**config.mk**
```make
export PLATFORM = sky130hd
export DESIGN_NAME = mp_control_fsm
export DESIGN_NICKNAME = d
export VERILOG_FILES = /design/src/rtl/mp_pkg.sv /design/src/rtl/mp_retire_counter.sv /design/src/rtl/mp_control_fsm.sv
export SDC_FILE = /design/constraint.sdc
export NUM_CORES = 1
export LEC_CHECK = 0
export ABC_AREA = 0
export BUFFER_PORTS_ARGS = -buffer_cell sky130_fd_sc_hd__clkbuf_2
export CORE_MARGIN = 3
export CORE_UTILIZATION = 25
export CTS_BUF_LIST = sky130_fd_sc_hd__clkbuf_4 sky130_fd_sc_hd__clkbuf_8 sky130_fd_sc_hd__clkbuf_16
export DETAILED_ROUTE_END_ITERATION = 8
export PLACE_DENSITY = 0.54
export SLEW_MARGIN = 10
export SYNTH_ARGS = -nofsm -noshare
export SYNTH_HDL_FRONTEND = slang
export SYNTH_SLANG_ARGS = --single-unit
```
**constraint.sdc**
```tcl
create_clock -name clk -period 1.8 [get_ports clk]
set_input_delay 0.18 -clock clk [delete_from_list [all_inputs] [get_ports clk]]
set_output_delay 0.18 -clock clk [all_outputs]
set_load 0.01 [all_outputs]
```
**src/rtl/mp_pkg.sv**
```systemverilog
// Shared encodings for the multi-cycle processor control path: FSM states and opcodes.
// Latency: none (constants only).
// Backpressure: not applicable.
package mp_pkg;

  localparam logic [2:0] ST_FETCH  = 3'd0;
  localparam logic [2:0] ST_DECODE = 3'd1;
  localparam logic [2:0] ST_EXEC   = 3'd2;
  localparam logic [2:0] ST_MEM    = 3'd3;
  localparam logic [2:0] ST_WB     = 3'd4;
  localparam logic [2:0] ST_HALT   = 3'd5;

  localparam logic [1:0] OP_ADD  = 2'b00;
  localparam logic [1:0] OP_LW   = 2'b01;
  localparam logic [1:0] OP_SW   = 2'b10;
  localparam logic [1:0] OP_J    = 2'b11;
  localparam logic [7:0] OP_HALT = 8'hFF;

  function automatic logic [1:0] opcode(input logic [7:0] instr);
    return instr[7:6];
  endfunction

endpackage

```
**src/rtl/mp_retire_counter.sv**
```systemverilog
// Wrapping 8-bit count of retired instructions.
// Latency: count reflects an inc pulse one clk edge later; wraps 255 -> 0.
// Backpressure: none, every inc pulse is counted.
module mp_retire_counter (
  input  logic       clk,
  input  logic       Reset,
  input  logic       inc,
  output logic [7:0] count
);

  always_ff @(posedge clk or negedge Reset) begin
    if (!Reset) begin
      count <= 8'h00;
    end else if (inc) begin
      count <= count + 8'd1;
    end
  end

endmodule

```
**src/rtl/mp_control_fsm.sv**
```systemverilog
// Multi-cycle control FSM (FETCH/DECODE/EXEC/MEM/WB); MP_CTRL_HALT_EN adds HALT on ir=8'hFF.
// Latency: ADD 4, J 3, LW 5, SW 4 cycles at zero wait; each mem_ack-low cycle adds one.
// Backpressure: mem_req holds in FETCH/MEM until mem_ack; mem_ack with no request is ignored.
module mp_control_fsm
  import mp_pkg::*;
(
  input  logic       clk,
  input  logic       Reset,
  input  logic [7:0] mem_rdata,
  input  logic       mem_ack,
  output logic       mem_req,
  output logic       mem_we,
  output logic       mem_isel,
  output logic [7:0] ir,
  output logic       pc_en,
  output logic       pc_sel,
  output logic       rf_we,
  output logic       alu_src,
  output logic       wb_sel,
  output logic [2:0] state_o,
`ifdef MP_CTRL_HALT_EN
  output logic       halted,
`endif
  output logic [7:0] retired
);

  logic [2:0] state;
  logic [2:0] state_nxt;
  logic [1:0] op;
  logic       is_halt;
  logic       is_jump;
  logic       is_mem_op;
  logic       retire;

  assign op = opcode(ir);

`ifdef MP_CTRL_HALT_EN
  assign is_halt = (ir == OP_HALT);
`else
  assign is_halt = 1'b0;
`endif

  assign is_jump   = (op == OP_J) && !is_halt;
  assign is_mem_op = (op == OP_LW) || (op == OP_SW);

  always_comb begin
    state_nxt = state;
    retire    = 1'b0;
    case (state)
      ST_FETCH:  if (mem_ack) state_nxt = ST_DECODE;
      ST_DECODE: state_nxt = ST_EXEC;
      ST_EXEC: begin
        if (is_halt) begin
          state_nxt = ST_HALT;
          retire    = 1'b1;
        end else if (op == OP_ADD) begin
          state_nxt = ST_WB;
        end else if (is_mem_op) begin
          state_nxt = ST_MEM;
        end else begin
          state_nxt = ST_FETCH;
          retire    = 1'b1;
        end
      end
      ST_MEM: begin
        if (mem_ack) begin
          if (op == OP_SW) begin
            state_nxt = ST_FETCH;
            retire    = 1'b1;
          end else begin
            state_nxt = ST_WB;
          end
        end
      end
      ST_WB: begin
        state_nxt = ST_FETCH;
        retire    = 1'b1;
      end
`ifdef MP_CTRL_HALT_EN
      ST_HALT:   state_nxt = ST_HALT;
`endif
      default:   state_nxt = ST_FETCH;
    endcase
  end

  always_ff @(posedge clk or negedge Reset) begin
    if (!Reset) begin
      state <= ST_FETCH;
      ir    <= 8'h00;
    end else begin
      state <= state_nxt;
      if (state == ST_FETCH && mem_ack) begin
        ir <= mem_rdata;
      end
    end
  end

  // State is already FETCH while Reset is low; gating by Reset keeps the
  // request and PC strobe quiet during reset without waiting for a clock.
  assign mem_req  = Reset && (state == ST_FETCH || state == ST_MEM);
  assign mem_we   = (state == ST_MEM) && (op == OP_SW);
  assign mem_isel = (state != ST_MEM);
  // The fetch PC increment fires only on the completing cycle of the fetch.
  assign pc_en    = (Reset && state == ST_FETCH && mem_ack) ||
                    (state == ST_EXEC && is_jump);
  assign pc_sel   = (state == ST_EXEC) && is_jump;
  assign rf_we    = (state == ST_WB);
  assign alu_src  = (state == ST_EXEC || state == ST_MEM) && is_mem_op;
  assign wb_sel   = (state == ST_WB) && (op == OP_LW);
  assign state_o  = state;

`ifdef MP_CTRL_HALT_EN
  assign halted = (state == ST_HALT);
`endif

  mp_retire_counter u_retire_counter (
    .clk   (clk),
    .Reset (Reset),
    .inc   (retire),
    .count (retired)
  );

endmodule
```
; ---- Word level (Yosys, flattened, before mapping)
; Cells that the tools add are included.
[op_classes]
add_sub_neg = 1
mul = 0
div = 0
order_cmp = 0
n_eq_ne = 10
shift = 0
n_mux = 11
bitwise_logic = 0
n_reduce_logical = 15
[ops]
columns = operator, count
row1 = 2-to-1 mux 3 bit, 4
row2 = one-hot mux 3 bit (4 select lines), 1
row3 = adder 8 x 1 -> 8 bit (second input constant), 1
row4 = logical AND 1 bit, 8
row5 = equality test 3 x 2 -> 1 bit (second input constant), 2
row6 = equality test 2 bit (second input constant), 2
row7 = logical OR 1 bit, 4
row8 = 2-to-1 mux 1 bit, 4
row9 = != test 2 bit (second input constant), 2
row10 = equality test 3 x 1 -> 1 bit (second input constant), 1
row11 = equality test 3 bit (second input constant), 1
row12 = zero test 3 bit, 1
row13 = != test 3 x 2 -> 1 bit (second input constant), 1
row14 = one-hot mux 1 bit (3 select lines), 1
row15 = equality test 2 x 1 -> 1 bit (second input constant), 1
row16 = zero test 2 bit, 1
row17 = 2-to-1 mux 2 bit, 1
row18 = AND reduction 2 bit, 1
[totals]
reg_bits = 19
latchBits = 0
ramBits = 0
mem_bits_ro = 0
in_bits = 11
output_inout_bits = 27
word_cells = 40
memories = 0

; ---- Depth between registers and ports, before layout
; Gate-level depths: netlist (run 1).
[depth]
depth_word = 5
ltp_mapped = 6

; ---- Cells and area by module
; From an unflattened synthesis (run 1), not the netlist that was laid out.
[unflattened]
cells_unflattened = 77
area_unflattened_um2 = 958.4
[modules_own_cells]
columns = module, n_inst, cells_each, area_per_inst_um2
row1 = mp_control_fsm, 1, 51, 620.6
row2 = mp_retire_counter, 1, 26, 337.8

; ---- Worst setup path after synthesis (run 1)
; Ideal clock, no wire load.
[synth_timing]
path_kind = register to register
startpoint = register ir[6]
endpoint = register u_retire_counter.count[1]
setup_time_ns = 0.128
arrival_time_ns = 1.580
required_time_ns = 1.672
setup_slack_ns = 0.092
stages_incl_launch_ff = 7
n_path_buf = 0
synth_period_minus_slack_ns = 1.708
path_cell_list = dfrtp_1 -> inv_1 -> ha_1 -> nand3_1 -> a211oi_2 -> nor2_2 -> mux2_1
[synth_via]
elab_chain_len = 5
elab_cells_between_ends = 9
classes_between = eq/ne: 2 / mux: 5 / reduce/logical: 2
[synth_lines]
columns = item, line_no
row1 = from (decl), mp_control_fsm.sv:14  ; output logic [7:0] ir,
row2 = from (signal assigned), mp_control_fsm.sv:93  ; ir <= mem_rdata;
row3 = equality test 2 x 1 -> 1 bit or equality test 2 bit (tied branches), "mp_control_fsm.sv:44, mp_control_fsm.sv:67"
row4 = logical OR 1 bit, mp_control_fsm.sv:44  ; assign is_mem_op = (op == OP_LW) || (op == OP_SW);
row5 = 2-to-1 mux 1 bit, mp_control_fsm.sv:58  ; end else if (is_mem_op) begin
row6 = 2-to-1 mux 1 bit, mp_control_fsm.sv:56  ; end else if (op == OP_ADD) begin
row7 = one-hot mux 1 bit (3 select lines) (*), mp_control_fsm.sv:49  ; case (state)
row8 = to (signal assigned), mp_retire_counter.sv:15  ; count <= count + 8'd1;
row9 = to (decl), mp_retire_counter.sv:8  ; output logic [7:0] count
; Mark *: on every way between the ends. The rest lies on a longest branch, timed or not.
; A chain may end at the register's enable or synchronous reset.

; ---- Final worst setup path (run 1)
[layout_timing]
startpoint = register state[0], in the netlist state_o[0]
endpoint = output port pc_en
[layout_via]
elab_chain_len = 4
elab_cells_between_ends = 6
classes_between = eq/ne: 1 / reduce/logical: 5
[layout_lines]
columns = item, line_no
row1 = from (decl), mp_control_fsm.sv:27  ; logic [2:0] state;
row2 = from (signal assigned), mp_control_fsm.sv:91  ; state <= state_nxt;
row3 = zero test 3 bit, mp_control_fsm.sv:104  ; assign pc_en = (Reset && state == ST_FETCH && mem_ack) ||
row4 = logical AND 1 bit (2 in series), mp_control_fsm.sv:104
row5 = logical OR 1 bit (*), mp_control_fsm.sv:104
row6 = to (decl), mp_control_fsm.sv:15  ; output logic pc_en,
; Marked as above.

==> out/results.txt, run 1 <==
Rel. slew slack -> 78.5%
total negative slack -> 0 ps
max-cap viol count -> 0
Port Buffers -> 37
DRT met1 WL -> 971 µm
CP startpoint kind -> register
crit path kind -> register to output pin
most frequent cells in the layout -> clkbuf_2, dfrtp_1, xnor2_1, buf_4
final period utilization -> 94.1%
Final Wtd Congestion -> 0.833
result of the run -> complete, no violations
FILL cells -> 407
arrival time worst endpoint -> 1510 ps
wire length on met3 -> 101 µm
Setup Skew -> 5.94 ps
met2 routed WL -> 1200 µm
LEAKAGE -> 0.658 nW
Yosys warnings -> 0
most common cell after layout, fill and taps aside -> clkbuf_2
clk root buf -> clkbuf_8
layout cells sized above 1 -> 47.3%
TritonCTS buffer count -> 3
Clock Sinks -> 19
Post-synth EDFFs -> 0
area of the core -> 3740 µm²
sequential share of power -> 38.6%
Syn Area/Cell -> 11.6 µm²
vias post-DR -> 808
fmax -> 591 MHz
register area share after synthesis -> 48.0%
post-synthesis instance total -> 85
Worst-path clk slew -> 80 ps
Hold WS -> 127 ps
worst-skew pair later-pin latency -> 260 ps
# DRC -> 0
Vias/cell -> 4.51
ys async rst share -> 100%
Routed Antenna Nets -> 0
antenna violations before repair -> 0
H-tree depth -> 1
switching power -> 0.885 mW
largest stage delay on the critical path -> 500 ps
global route total overflow -> 0
GRT Total Usage -> 10.6%
crit-path cells -> nor4b_2 -> buf_4 -> a21o_1 -> clkbuf_2
die height -> 68.9 µm
Crit path required time -> 1620 ps
slowest CP cell -> dfrtp_1
pre-CTS WS -> 46.6 ps
critical path endpoint category -> output pin
combinational share of power -> 47.5%
peak supply drop -> 726 µV
Slew @ Worst Pin -> 323 ps
largest net degree at the start of global routing -> 14
Routed wire per std cell -> 12.7 µm
Tot Pwr -> 2.15 mW
final number of max-transition violations -> 0
die boundary width -> 68.9 µm
Critical Path Fanout Max -> 11
first-pass GRT wire length -> 3730 µm
I/O pin cnt -> 38
CTS Buffer Depth -> 2
Internal -> 1.27 mW
final hold viol count -> 0
nets@finish -> 149
fin crit period -> 1690 ps
post-DP HPWL -> 1770 µm
Die ar. -> 4750 µm²
Initial DRC Count -> 43
#FFs+latches synth -> 19
pwr/cell area -> 1620 nW/µm²
hold path depth -> 3
Clk network pwr share -> 14.0%
number of global-route vias before repair -> 814
num rows -> 22
RSZ-0062 raised after global routing -> no
TritonCTS clock tree -> done
synth unique cells -> 32
worst setup margin -> 107 ps
DRT Pass-1 Iters -> 4
top routing layer in use -> met3
R2R depth -> 7
final WL -> 2280 µm
Sw Share -> 41.1%
# diodes -> 0
Min-Delay Path Class -> input pin to register
Net Count, Synth -> 102
primary flip-flop cell chosen by synthesis mapping -> dfrtp_1
Area Overhead vs Synth -> 34.6%
mapped cell area -> 990 µm²
initial core utilization -> 26.4%
Final Setup Violations -> 0
[state kept, by name (all words and copies together) (netlist names)]
register	cells
ir	8
u_retire_counter.count	8
state_o	3
[final timing paths]
path | from | end | slack, ps
hold reg to reg | u_retire_counter.count[7] | u_retire_counter.count[7] | 480
setup reg to reg | ir[6] | u_retire_counter.count[1] | 110
hold / removal | mem_rdata[7] | ir[7] | 130
setup / recovery | state_o[0] | pc_en | 110
min in group asynchronous | Reset | ir[4] | 310
max in group asynchronous | Reset | state_o[1] | 1040
[kinds of logic (layout without fill, tap and decap cells)]
logic type / Yosys count / count (layout) / share of synthesized area, %
AOI/OAI and AO/OA: 12 / 12 / 8.22
xor gates and xnor gates: 8 / 8 / 7.08
adders and majority gates: 6 / 6 / 7.59
buffers and inverters: 7 / 53 / 3.29
DFF: 19 / 19 / 48.0
muxes: 7 / 7 / 7.96
and+or+nand+nor: 26 / 26 / 17.8
[metal layers]
layer / global-route usage [%] / vias up
met3: 3.89 / 0
met4: 1.46 / 0
li1: - / 390
met1: 12.3 / 397
met2: 18.8 / 21
met5: 0 / -
[cells in the mapped netlist (2+ instances only)]
cell type	count	area share, %
ha_1	6	7.6
o2111ai_1	2	1.8
and2_1	4	2.5
xnor2_1	7	6.2
nor2_1	2	0.76
inv_1	4	1.5
o21ai_0	4	2.0
mux2_2	6	6.8
and4_1	3	2.7
dfrtp_1	19	48
nand2_1	6	2.3
buf_2	2	1.0
[power groups by stage]
stage	sequential, mW	clock [mW]	combinational (mW)
after floorplan	0.845	0	0.560
after global placement	0.818	0	0.958
after detailed placement	0.832	0	0.990
after CTS	0.828	0.318	1.00
after global routing	0.864	0.338	1.13
final	0.830	0.301	1.02
[through the flow]
stage	cells	util [%]	instance area, µm²
floorplan	85	-	990
global placement	171	33.3	1250
detailed placement	171	33.3	1250
CTS	177	35.1	1310
global route	179	35.6	1330
finish	179	35.6	1330
[worst max-delay path, delay by kind of cell, from the launching register on]
family                 cells  cell delay [ps]
flip-flops                 1              500
buffers and inverters      2              340
AO/OA/AOI/OAI              1              130
AND/OR/NAND/NOR            1              290
[timing repair]
| action | CTS | global route |
|---|---|---|
| hold buffers | 1 | 0 |
| resized for setup | 1 | 3 |
| endpoints found under the hold margin | 6 | 0 |
| setup endpoints to repair | 1 | 2 |
| pin swaps | 1 | 0 |
| buffers inserted | 1 | 2 |
[final cells by class]
type                    instances  area [µm²]  share of cell area [%]
clock inverters                 1        5.00                   0.376
repair buffers                 45         248                    18.6
well taps                      48        60.1                    4.51
clock buffers                   3        41.3                    3.10
flip-flops and latches         19         477                    35.8
inverters                       4        15.0                    1.13
multi-input cells              59         487                    36.5
Power figures use the tool's default switching activity.
==> run 2, diff against run 1 <==
- PLACE_DENSITY: 0.54 -> default
- PLACE_DENSITY_LB_ADDON: default -> 0.08
==> run 2 against run 1 <==
  * Hold slack better by 20 ps
  * Sequential power about the same
  * Final area up 1.6%
  * Non-clock buffer count grew 3
  * Die area unchanged
  * Clock power is 3% higher
  * Sequential share of layout area decreased by 0.47 points
  * Combinational power barely moved
  * Critical endpoint unchanged
  * Largest cell class unchanged
  * Highest routed layer is now met4
==> out/results.txt, run 2 (synthesis gave the netlist of run 1 again) <==
fmax -> 590 MHz (was 591 MHz)
max-cap viol count -> 0 (unchanged)
first-pass GRT wire length -> 3580 µm (was 3730 µm)
final number of max-transition violations -> 0 (unchanged)
Setup Skew -> 1.40 ps (was 5.94 ps)
area occupied by multi-input gates -> 482 µm² (was 487 µm²)
Initial DRC Count -> 28 (was 43)
H-tree depth -> 1 (unchanged)
FILL cells -> 397 (was 407)
Rel. slew slack -> 80.8% (was 78.5%)
final period utilization -> 94.2% (was 94.1%)
die boundary width -> 68.9 µm (unchanged)
peak supply drop -> 618 µV (was 726 µV)
global route total overflow -> 0 (unchanged)
die height -> 68.9 µm (unchanged)
Reg-to-Reg Start -> ir[6] (unchanged)
nets@finish -> 152 (was 149)
TritonCTS buffer count -> 3 (unchanged)
Area Overhead vs Synth -> 36.8% (was 34.6%)
TritonCTS clock tree -> done (unchanged)
fin area -> 1350 µm² (was 1330 µm²)
num rows -> 22 (unchanged)
Routed wire per std cell -> 12.6 µm (was 12.7 µm)
fin crit period -> 1700 ps (was 1690 ps)
most common cell after layout, fill and taps aside -> clkbuf_2 (unchanged)
pwr/cell area -> 1590 nW/µm² (was 1620 nW/µm²)
Vias/cell -> 4.44 (was 4.51)
final hold viol count -> 0 (unchanged)
Port Buffers -> 37 (unchanged)
Clock Sinks -> 19 (unchanged)
Worst-path clk slew -> 70 ps (was 80 ps)
DRT Pass-1 Iters -> 4 (unchanged)
Slew @ Worst Pin -> 288 ps (was 323 ps)
RSZ-0062 raised after global routing -> no (unchanged)
I/O pin cnt -> 38 (unchanged)
# diodes -> 0 (unchanged)
vias post-DR -> 808 (unchanged)
post-DP HPWL -> 1710 µm (was 1770 µm)
placed inst area -> 1260 µm² (was 1250 µm²)
sequential cell area -> 478 µm² (was 477 µm²)
CTS Buffer Depth -> 2 (unchanged)
number of global-route vias before repair -> 745 (was 814)
antenna violations before repair -> 0 (unchanged)
CP startpoint kind -> register (unchanged)
largest net degree at the start of global routing -> 13 (was 14)
most frequent cells in the layout -> clkbuf_2, dfrtp_1, buf_4 (was clkbuf_2, dfrtp_1, xnor2_1, buf_4)
GRT Total Usage -> 10.5% (was 10.6%)
area of the core -> 3740 µm² (unchanged)
R2R depth -> 7 (unchanged)
Die ar. -> 4750 µm² (unchanged)
worst-skew pair later-pin latency -> 250 ps (was 260 ps)
Final Setup Violations -> 0 (unchanged)
Worst setup endpoint -> pc_en (unchanged)
result of the run -> complete, no violations (unchanged)
arrival time worst endpoint -> 1520 ps (was 1510 ps)
total negative slack -> 0 ps (unchanged)
LEAKAGE -> 0.676 nW (was 0.658 nW)
critical path endpoint category -> output pin (unchanged)
# DRC -> 0 (unchanged)
Final Wtd Congestion -> 0.717 (was 0.833)
flop-to-flop setup slack -> 170 ps (was 110 ps)
Crit path required time -> 1620 ps (about the same)
Min-Delay Path Class -> input pin to register (unchanged)
Critical Path Fanout Max -> 11 (unchanged)
Hold WS -> 146 ps (was 127 ps)
clk root buf -> clkbuf_8 (unchanged)
layout cells sized above 1 -> 47.0% (was 47.3%)
initial core utilization -> 26.4% (unchanged)
final WL -> 2290 µm (was 2280 µm)
Crit Reg-Reg Endpoint -> u_retire_counter.count[1] (unchanged)
crit path kind -> register to output pin (unchanged)
Tot Pwr -> 2.15 mW (about the same)
CP startpoint -> state_o[1] (was state_o[0])
Routed Antenna Nets -> 0 (unchanged)
[run 2: metal layers]
layer | track usage (%) | vias up | part of all wire (%) | wire (µm)
met5 | 0 | - | 0 | 0
met4 | 3.65 | 0 | 1.0 | 24
met3 | 4.54 | 2 | 7.1 | 162
met2 | 16.8 | 25 | 46 | 1060
met1 | 12.6 | 386 | 46 | 1050
li1 | - | 395 | - | -
[run 2: layout make-up]
class | instances | area share, %
inverter | 4 | 1.11
timing repair buffer | 48 | 20.0
sequential | 19 | 35.3
clock buffer | 4 | 3.60
multi-input combinational | 59 | 35.6
tap | 48 | 4.44
[run 2: worst min-delay path by stage]
stage                                      endpoint    startpoint  cells after the start
after floorplan                               ir[0]         Reset                      0
after global placement    u_retire_counter.count[5]         Reset                      1
after detailed placement  u_retire_counter.count[5]         Reset                      1
after CTS                                     ir[6]  mem_rdata[6]                      3
after global routing                          ir[4]  mem_rdata[4]                      2
final                                         ir[6]  mem_rdata[6]                      3
[run 2: power by group]
part	internal, mW	switching, mW	total (mW)	leakage (nW)
clock	0.172	0.138	0.310	0.0262
sequential	0.609	0.220	0.829	0.235
combinational	0.517	0.492	1.01	0.414
total	1.30	0.850	2.15	0.676
[run 2: worst max-delay path: stages (launching register included)]
cell      delay [ps]
dfrtp_2          480
nor4b_2          280
buf_4            220
a21o_1           140
clkbuf_2         130
[run 2: metrics by stage]
| stage | instances | setup slack, ps | utilization [%] |
|---|---|---|---|
| 4_1_cts | 178 | 42.0 | 35.3 |
| 3_3_place_gp | 173 | 177 | 33.7 |
| 5_1_grt | 182 | 20.2 | 36.2 |
| 6_report | 182 | 104 | 36.2 |
| 3_5_place_dp | 173 | 146 | 33.7 |
| 2_1_floorplan | 85 | 92.0 | - |
[run 2: what timing repair did]
action	4_1_cts	5_1_grt
endpoints found under the setup margin	0	4
endpoints found under the hold margin	7	0
resized for setup	0	2
buffers inserted	0	4
hold buffers	1	0
==> run 3, diff against run 2 <==
- RECOVER_POWER: default -> 100
==> run 3 against run 2 <==
  * Utilization fell by 0.87 points
  * Critical endpoint unchanged
  * Clock power barely moved
  * Sequential cell count did not move
  * Critical path depth did not move
  * Worst setup slack got worse by 1.0 ps
==> out/results.txt, run 3 (synthesis gave the netlist of run 1 again) <==
area of the core -> 3740 µm² (unchanged)
# DRC -> 0 (unchanged)
Min-Delay Path Class -> input pin to register (unchanged)
# diodes -> 0 (unchanged)
Setup Skew -> 1.41 ps (was 1.40 ps)
Die ar. -> 4750 µm² (unchanged)
total negative slack -> 0 ps (unchanged)
global route total overflow -> 0 (unchanged)
largest net degree at the start of global routing -> 13 (unchanged)
pwr/cell area -> 1580 nW/µm² (was 1590 nW/µm²)
I/O pin cnt -> 38 (unchanged)
Worst-path clk slew -> 70 ps (about the same)
Critical Path Fanout Max -> 11 (unchanged)
arrival time worst endpoint -> 1520 ps (about the same)
slowest CP cell -> dfrtp_2 (unchanged)
worst-skew pair later-pin latency -> 250 ps (about the same)
fmax -> 589 MHz (was 590 MHz)
Crit path required time -> 1620 ps (about the same)
GRT Total Usage -> 10.5% (unchanged)
final WL -> 2290 µm (about the same)
vias post-DR -> 813 (was 808)
DRT Pass-1 Iters -> 4 (unchanged)
clk root buf -> clkbuf_8 (unchanged)
most frequent cells in the layout -> clkbuf_1, clkbuf_2, dfrtp_1 (was clkbuf_2, dfrtp_1, buf_4)
H-tree depth -> 1 (unchanged)
TritonCTS clock tree -> done (unchanged)
Non-Filler Instances -> 182 (unchanged)
largest stage delay on the critical path -> 480 ps (about the same)
antenna violations before repair -> 0 (unchanged)
crit-path cells -> nor4b_2 -> buf_4 -> a21o_1 -> clkbuf_2 (unchanged)
Rel. slew slack -> 57.3% (was 80.8%)
Routed wire per std cell -> 12.6 µm (about the same)
Initial DRC Count -> 27 (was 28)
post-DP HPWL -> 1710 µm (unchanged)
CTS Buffer Depth -> 2 (unchanged)
first-pass GRT wire length -> 3580 µm (unchanged)
RSZ-0062 raised after global routing -> no (unchanged)
layout cells sized above 1 -> 30.6% (was 47.0%)
Final Wtd Congestion -> 0.717 (unchanged)
cell count after placement -> 173 (unchanged)
Area Overhead vs Synth -> 33.5% (was 36.8%)
die height -> 68.9 µm (unchanged)
final number of max-transition violations -> 0 (unchanged)
num rows -> 22 (unchanged)
die boundary width -> 68.9 µm (unchanged)
Vias/cell -> 4.47 (was 4.44)
Slew @ Worst Pin -> 640 ps (was 288 ps)
Port Buffers -> 37 (unchanged)
number of global-route vias before repair -> 745 (unchanged)
final hold viol count -> 0 (unchanged)
Clock Sinks -> 19 (unchanged)
Routed Antenna Nets -> 0 (unchanged)
max-cap viol count -> 0 (unchanged)
most common cell after layout, fill and taps aside -> clkbuf_1 (was clkbuf_2)
fin crit period -> 1700 ps (about the same)
initial core utilization -> 26.4% (unchanged)
nets@finish -> 152 (unchanged)
CP startpoint kind -> register (unchanged)
crit path kind -> register to output pin (unchanged)
LEAKAGE -> 0.602 nW (was 0.676 nW)
Final Setup Violations -> 0 (unchanged)
critical path endpoint category -> output pin (unchanged)
result of the run -> complete, no violations (unchanged)
TritonCTS buffer count -> 3 (unchanged)
final period utilization -> 94.3% (was 94.2%)
peak supply drop -> 599 µV (was 618 µV)
## run 3: power breakdown
part / total (mW) / internal [mW] / switching, mW
logic: 0.954 / 0.461 / 0.493
registers: 0.826 / 0.609 / 0.217
clock network: 0.310 / 0.172 / 0.138
total: 2.09 / 1.24 / 0.848
## run 3: routing by layer
layer / vias to the layer above / GRT usage, % / part of all wire, %
met4: 0 / 3.65 / 1.0
met3: 2 / 4.54 / 8.4
met1: 389 / 12.6 / 44
li1: 397 / - / -
met2: 25 / 16.8 / 46
met5: - / 0 / 0
## run 3: timing repair
action	in CTS	in global routing
gates resized for setup	0	2
hold buffers	1	0
hold endpoints to repair	7	0
buffers inserted	0	4
endpoints found under the setup margin	0	4
## run 3: area by class of cell
type	instances	area, µm²
fill	410	2420
multi-input combinational	59	482
sequential	19	478
timing repair buffer	48	238
tap	48	60.1
clock buffer	4	48.8
inverter	4	15.0
## run 3: worst max-delay path, delay by kind of cell, from the launching register on
family,cells,cell delay (ps)
buffers and inverters,2,350
AO/OA/AOI/OAI,1,140
flip-flops,1,480
AND/OR/NAND/NOR,1,280
## run 3: worst paths after layout
| kind | start | endpoint | slack [ps] | depth (start not counted) |
|---|---|---|---|---|
| worst max-delay path | state_o[1] | pc_en | 100 | 4 |
| worst min-delay path | mem_rdata[6] | ir[6] | 150 | 3 |
| worst max register to register | ir[6] | u_retire_counter.count[1] | 170 | 7 |
| worst min register to register | u_retire_counter.count[7] | u_retire_counter.count[7] | 470 | 1 |
| max in group asynchronous | Reset | ir[7] | 620 | 3 |
| min in group asynchronous | Reset | u_retire_counter.count[5] | 330 | 2 |
## run 3: metrics by stage
step	setup slack, ps	hold WS, ps	area (µm²)	util, %	total power, mW
detailed placement	146	68.6	1260	33.7	1.83
floorplan	92.0	-116	990	-	1.40
CTS	42.0	135	1320	35.3	2.16
global placement	177	77.1	1260	33.7	1.83
global route	18.4	150	1320	35.3	2.30
finish	103	147	1320	35.3	2.09
